<file path="config.mk">
export PLATFORM = sky130hd
export DESIGN_NAME = key_schedule_ctrl
export DESIGN_NICKNAME = d
export VERILOG_FILES = /design/src/rtl/key_schedule_ctrl.sv
export SDC_FILE = /design/constraint.sdc
export NUM_CORES = 1
export LEC_CHECK = 0
export CORE_AREA = 2 2 216 218
export CTS_CLUSTER_SIZE = 30
export DETAILED_ROUTE_END_ITERATION = 10
export DIE_AREA = 0 0 218 220
export SLEW_MARGIN = 10
export SYNTH_ARGS = -nofsm -noshare
export SYNTH_HDL_FRONTEND = slang
export SYNTH_SLANG_ARGS = --single-unit
</file>
<file path="constraint.sdc">
create_clock -name clk -period 2.2 [get_ports clk]
set_input_delay 0.22 -clock clk [delete_from_list [all_inputs] [get_ports clk]]
set_output_delay 0.22 -clock clk [all_outputs]
set_load 0.01 [all_outputs]
</file>
<file path="src/rtl/key_schedule_ctrl.sv">
// Sequencer for the AES-128 key expansion datapath: latches a key, primes the datapath, streams round keys.
// Optional round-key cache is built when KEY_CACHE_EN is defined.
module key_schedule_ctrl #(
    parameter int NUM_ROUNDS  = 10,
    parameter int LOAD_CYCLES = 2
) (
    input  logic         clk,
    input  logic         rst,
    input  logic         start,
    input  logic [127:0] key_in,
    output logic         busy,
    output logic         done,
    output logic         exp_load_enable,
    output logic [127:0] exp_key_in,
    output logic [31:0]  exp_rcon,
    input  logic [127:0] exp_key_out,
    output logic         rk_valid,
    output logic [3:0]   rk_round,
    output logic [127:0] rk_data
`ifdef KEY_CACHE_EN
    ,
    input  logic [3:0]   cache_rd_idx,
    output logic [127:0] cache_rd_data,
    output logic         cache_valid
`endif
);

    localparam int LCW = (LOAD_CYCLES > 1) ? $clog2(LOAD_CYCLES) : 1;
    localparam logic [LCW-1:0] LOAD_LAST  = LCW'(LOAD_CYCLES - 1);
    localparam logic [3:0]     LAST_ROUND = 4'(NUM_ROUNDS);

    typedef enum logic [1:0] {
        IDLE,
        LOAD,
        EXP,
        LAST
    } state_t;

    state_t         state_q, state_d;
    logic [127:0]   key_q, key_d;
    logic [LCW-1:0] loadCnt_q, loadCnt_d;
    logic [3:0]     round_q, round_d;

    function automatic logic [7:0] rcFor(input logic [3:0] r);
        case (r)
            4'd1:    rcFor = 8'h01;
            4'd2:    rcFor = 8'h02;
            4'd3:    rcFor = 8'h04;
            4'd4:    rcFor = 8'h08;
            4'd5:    rcFor = 8'h10;
            4'd6:    rcFor = 8'h20;
            4'd7:    rcFor = 8'h40;
            4'd8:    rcFor = 8'h80;
            4'd9:    rcFor = 8'h1B;
            4'd10:   rcFor = 8'h36;
            default: rcFor = 8'h00;
        endcase
    endfunction

    always_ff @(posedge clk) begin
        if (rst) begin
            state_q   <= IDLE;
            key_q     <= '0;
            loadCnt_q <= '0;
            round_q   <= '0;
        end else begin
            state_q   <= state_d;
            key_q     <= key_d;
            loadCnt_q <= loadCnt_d;
            round_q   <= round_d;
        end
    end

    // Outside EXP the datapath is held on the load path so it keeps tracking key_q.
    always_comb begin
        state_d         = state_q;
        key_d           = key_q;
        loadCnt_d       = loadCnt_q;
        round_d         = round_q;
        busy            = 1'b1;
        done            = 1'b0;
        exp_load_enable = 1'b1;
        exp_rcon        = 32'h0;
        rk_valid        = 1'b0;
        rk_round        = 4'd0;

        case (state_q)
            IDLE: begin
                busy      = 1'b0;
                loadCnt_d = '0;
                round_d   = 4'd0;
                if (start) begin
                    key_d   = key_in;
                    state_d = LOAD;
                end
            end
            LOAD: begin
                if (loadCnt_q == LOAD_LAST) begin
                    state_d = EXP;
                    round_d = 4'd1;
                end else begin
                    loadCnt_d = loadCnt_q + LCW'(1);
                end
            end
            EXP: begin
                exp_load_enable = 1'b0;
                exp_rcon        = {rcFor(round_q), 24'h0};
                rk_valid        = 1'b1;
                rk_round        = round_q - 4'd1;
                if (round_q == LAST_ROUND) begin
                    state_d = LAST;
                end else begin
                    round_d = round_q + 4'd1;
                end
            end
            LAST: begin
                rk_valid  = 1'b1;
                rk_round  = LAST_ROUND;
                done      = 1'b1;
                state_d   = IDLE;
                round_d   = 4'd0;
                loadCnt_d = '0;
            end
            default: begin
                state_d = IDLE;
            end
        endcase
    end

    assign exp_key_in = key_q;
    assign rk_data    = exp_key_out;

`ifdef KEY_CACHE_EN
    logic [127:0] cache_q [NUM_ROUNDS+1];
    logic [127:0] cacheRd_q;
    logic         cacheValid_q;

    // Keys are captured as they stream so a consumer can read them back in any order.
    always_ff @(posedge clk) begin
        if (rst) begin
            for (int i = 0; i <= NUM_ROUNDS; i++) begin
                cache_q[i] <= '0;
            end
            cacheRd_q    <= '0;
            cacheValid_q <= 1'b0;
        end else begin
            if (rk_valid) begin
                cache_q[rk_round] <= exp_key_out;
            end
            if (state_q == IDLE && start) begin
                cacheValid_q <= 1'b0;
            end else if (done) begin
                cacheValid_q <= 1'b1;
            end
            cacheRd_q <= (cache_rd_idx <= LAST_ROUND) ? cache_q[cache_rd_idx] : '0;
        end
    end

    assign cache_rd_data = cacheRd_q;
    assign cache_valid   = cacheValid_q;
`else
    // Default build carries no round-key storage.
`endif

endmodule

</file>
==> summary.md <==
| Metric | Value |
|---|---|
| Met1 Use GR | `8.59%` |
| Area contributors post-synth | `dfxtp_1, buf_4, nand2_1` |
| Core ar. | `between 40000 and 50000 um2` |
| Worst Tran Pin Value | `between 700 and 800 ps` |
| Crit. End Element | `register` |
| Reg power frac | `about a third` |
| Fmax | `475 MHz` |
| DR vias | `5596` |
| Sequential fraction of the synthesis area | `around 45%` |
| Diodes inserted | `0` |
| Final hold violations | `0` |
| Cell Chain, Critical Path | `inv_1 -> ha_1 -> and2b_1 -> a41oi_2 -> mux2i_1 -> nor2_1 -> inv_1 -> ha_1 -> a22o_1` |
| Pleak | `3.52 nW` |
| I/O pin total | `555` |
| Most frequent cells in the layout | `clkdlybuf4s50_1, nand2_1, dfxtp_1` |
| Commonest non-fill, non-tap cell in the layout | `clkdlybuf4s50_1` |
| CP Launch Type | `register` |
| Max-cap violations | `0` |
| Drc violations | `0` |
| Design Area, Final | `9550 um2` |
| WL per Instance | `13.4 um` |
| Chip height | `between 200 and 250 um` |
| Required time worst endpoint | `between 2000 and 3000 ps` |
| Placed inst area | `8900 um2` |
| DRT antenna net count | `0` |
| Final setup viols | `0` |
| Rows | `79` |
| Tcrit/Tclk final | `a little over nine tenths` |
| Pwr Density | `1030 nW/um2` |
| Syn Std Cell Area | `6430 um2` |
| Share of the synthesized area in the top cell type | `between 40% and 50%` |
| Internal power | `0.00653 W` |
| Largest net degree at the start of global routing | `69` |
| GPL Wtd Cong | `0.802` |
| Data arrival time of the worst path | `2460 ps` |
| Clock power frac | `31.1%` |
| DP HPWL | `15.7 mm` |
| IO buf count | `274` |
| Synth area leader | `dfxtp_1` |
| Clk slew on worst S/H paths | `~70 ps` |
| Post-DR vias/cell | `3.56` |
| Avg Cell Area, Syn | `between 7 and 8 um2` |
| Buffers & Inverters on Critical Path | `2` |
| Clk sinks | `around 140` |
| Final hold slack | `approximately 290 ps` |
| Initial drt markers | `approximately 180` |
| Origin of the worst setup path | `state_q[1]$_SDFFE_PP0P_` |
| Wirelength, routed | `21.1 mm` |
| Number of synthesized flops with an enable pin | `0` |
| Met3 usage | `5.30%` |
| Sw frac | `approximately a third` |
| CTS tree | `built` |
| Net Sw Power | `about 0.0033 W` |
| First-pass GRT wire length | `30.4 mm` |
| Ys Warns | `0` |
| Min-delay src | `key_in[68]` |
| Share of cells above drive strength 1 | `7.15%` |
| Status | `complete, no violations` |
| Slew headroom | `between 40% and 50%` |
| Grt peak-use layer | `met2` |
| Die area | `approximately 48000 um2` |
| Skew final | `17.2 ps` |
| CP max stage cell | `dfxtp_2` |
| Slowest stage delay, CP | `around 360 ps` |
| Ys async rst share | `0%` |
| Number of fill cells in the layout | `5107` |
| H-tree levels | `4` |
| CTS Buf Count | `17` |
| Vias in the first global route | `5343` |
| 1st-pass router iterations | `5` |
| R2R depth | `9` |
| Tightest Hold Check Type | `input pin to register` |
| Final min period | `2100 ps` |
| Clock root buffer | `clkbuf_16` |
| Reg-to-reg slack, setup | `100 ps` |
| Maximum VDD drop | `around 0.63 mV` |
| Worst r2r src | `state_q[1]$_SDFFE_PP0P_` |
| Cell family with most CP delay | `adder cells` |
| Yosys reg bits | `143` |
| Initial core utilization | `14.0%` |
| Initial antenna violation count | `3` |
| Comb power frac | `about a third` |
| Total grt overflow | `0` |
| Die span in x | `218 um` |
| Final Max Slew Viols | `0` |
| Cell count along the critical path | `9` |
| Commonest register cell after synthesis | `dfxtp_1` |
| Kind of critical path | `register to register` |
| Largest fanout on the critical path | `4` |
| CTS max path bufs | `2` |
| Syn-to-layout area delta | `48.5%` |
| Netlist cell types | `36` |
| Final net count | `1224` |
| GRT Util Overall | `8.65%` |
| Met2 usage | `roughly an eighth` |
| Clk_lat worst skew | `470 ps` |
| Post-Synthesis Cells | `817` |
power groups by stage:
stage / sequential, W / clock, W / combinational [W]
6_report: 0.00330 / 0.00305 / 0.00347
3_5_place_dp: 0.00335 / 0 / 0.00346
4_1_cts: 0.00331 / 0.00322 / 0.00349
5_1_grt: 0.00336 / 0.00328 / 0.00381
2_1_floorplan: 0.00354 / 0 / 0.00167
3_3_place_gp: 0.00334 / 0 / 0.00342
per-layer routing:
layer / wire, um / share of wire (%)
met5: 94 / 0.45
met4: 1080 / 5.1
met3: 2510 / 12
met2: 9650 / 46
met1: 7780 / 37
synthesized netlist by cell type, types with 2 or more instances:
cell type    n
inv_1       10
nor3b_2      2
nand2b_1     2
ha_1        12
xnor2_1      2
and2_1       9
buf_4      153
dfxtp_1    143
nand3_1      3
nor2_1      11
mux2i_1      2
a22o_1       2
a21oi_1    134
nor2b_1      3
nand2_1    260
a21o_1       2
clkbuf_1    45
nand3b_1     3
nor3_1       2
per-stage QoR:
step | utilization, % | cells | power (W) | TNS (ps) | setup slack, ps
after global placement | 19.4 | 1539 | 0.00676 | 0 | 47.6
final | 20.8 | 1572 | 0.00982 | 0 | 96.6
after detailed placement | 19.4 | 1539 | 0.00682 | -11.5 | -11.5
after global routing | 20.8 | 1572 | 0.0105 | -36.7 | -30.3
after CTS | 20.8 | 1571 | 0.0100 | 0 | 16.6
after floorplan | - | 840 | 0.00521 | 0 | 4.37
cells by family after synthesis:
group                    synth area share (%)
AND/OR/NAND/NOR                          19.3
buffers and inverters                    21.1
AO/OA/AOI/OAI                            12.0
flip-flops                               44.5
adder cells (fa/ha/maj)                  2.34
XOR/XNOR                                0.409
multiplexers                            0.311
other                                  0.0583
area by class of cell:
cell class	instances	area [um2]	share of cell area (%)
clock buffers	19	443	4.64
clock inverters	12	159	1.66
inverters	10	37.5	0.393
multi-input cells	488	2350	24.6
flip-flops and latches	143	2870	30.0
well taps	607	759	7.95
repair buffers	293	2940	30.8
state kept, by name, indices dropped and copies added, names as in the netlist, named ones only:
name	flops
exp_key_in	128
loadCnt_q	1
round_q	4
state_q	2
worst min path at each step:
stage / to / slack [ps] / depth (start not counted)
after detailed placement: rk_data[115] / 440 / 0
final: exp_key_in[68]$_SDFFE_PP0P_ / 290 / 3
after global placement: rk_data[115] / 440 / 0
after CTS: exp_key_in[68]$_SDFFE_PP0P_ / 220 / 3
after global routing: exp_key_in[69]$_SDFFE_PP0P_ / 260 / 3
after floorplan: exp_key_in[0]$_SDFFE_PP0P_ / 360 / 2
worst reg2reg max path, stage by stage, from the launching register on:
cell	delay [ps]
dfxtp_2	360
inv_1	90
ha_1	200
and2b_1	180
a41oi_2	240
mux2i_1	300
nor2_1	90
inv_1	80
ha_1	240
a22o_1	200
what timing repair did:
action                     in CTS  in global routing
setup endpoints to repair      17                  5
hold endpoints to repair        5                  0
gates resized for setup        20                  4
hold buffers                    1                  0
setup buffers                   0                  1
pin swaps                       0                  2
(Power assumes the default switching activity.)
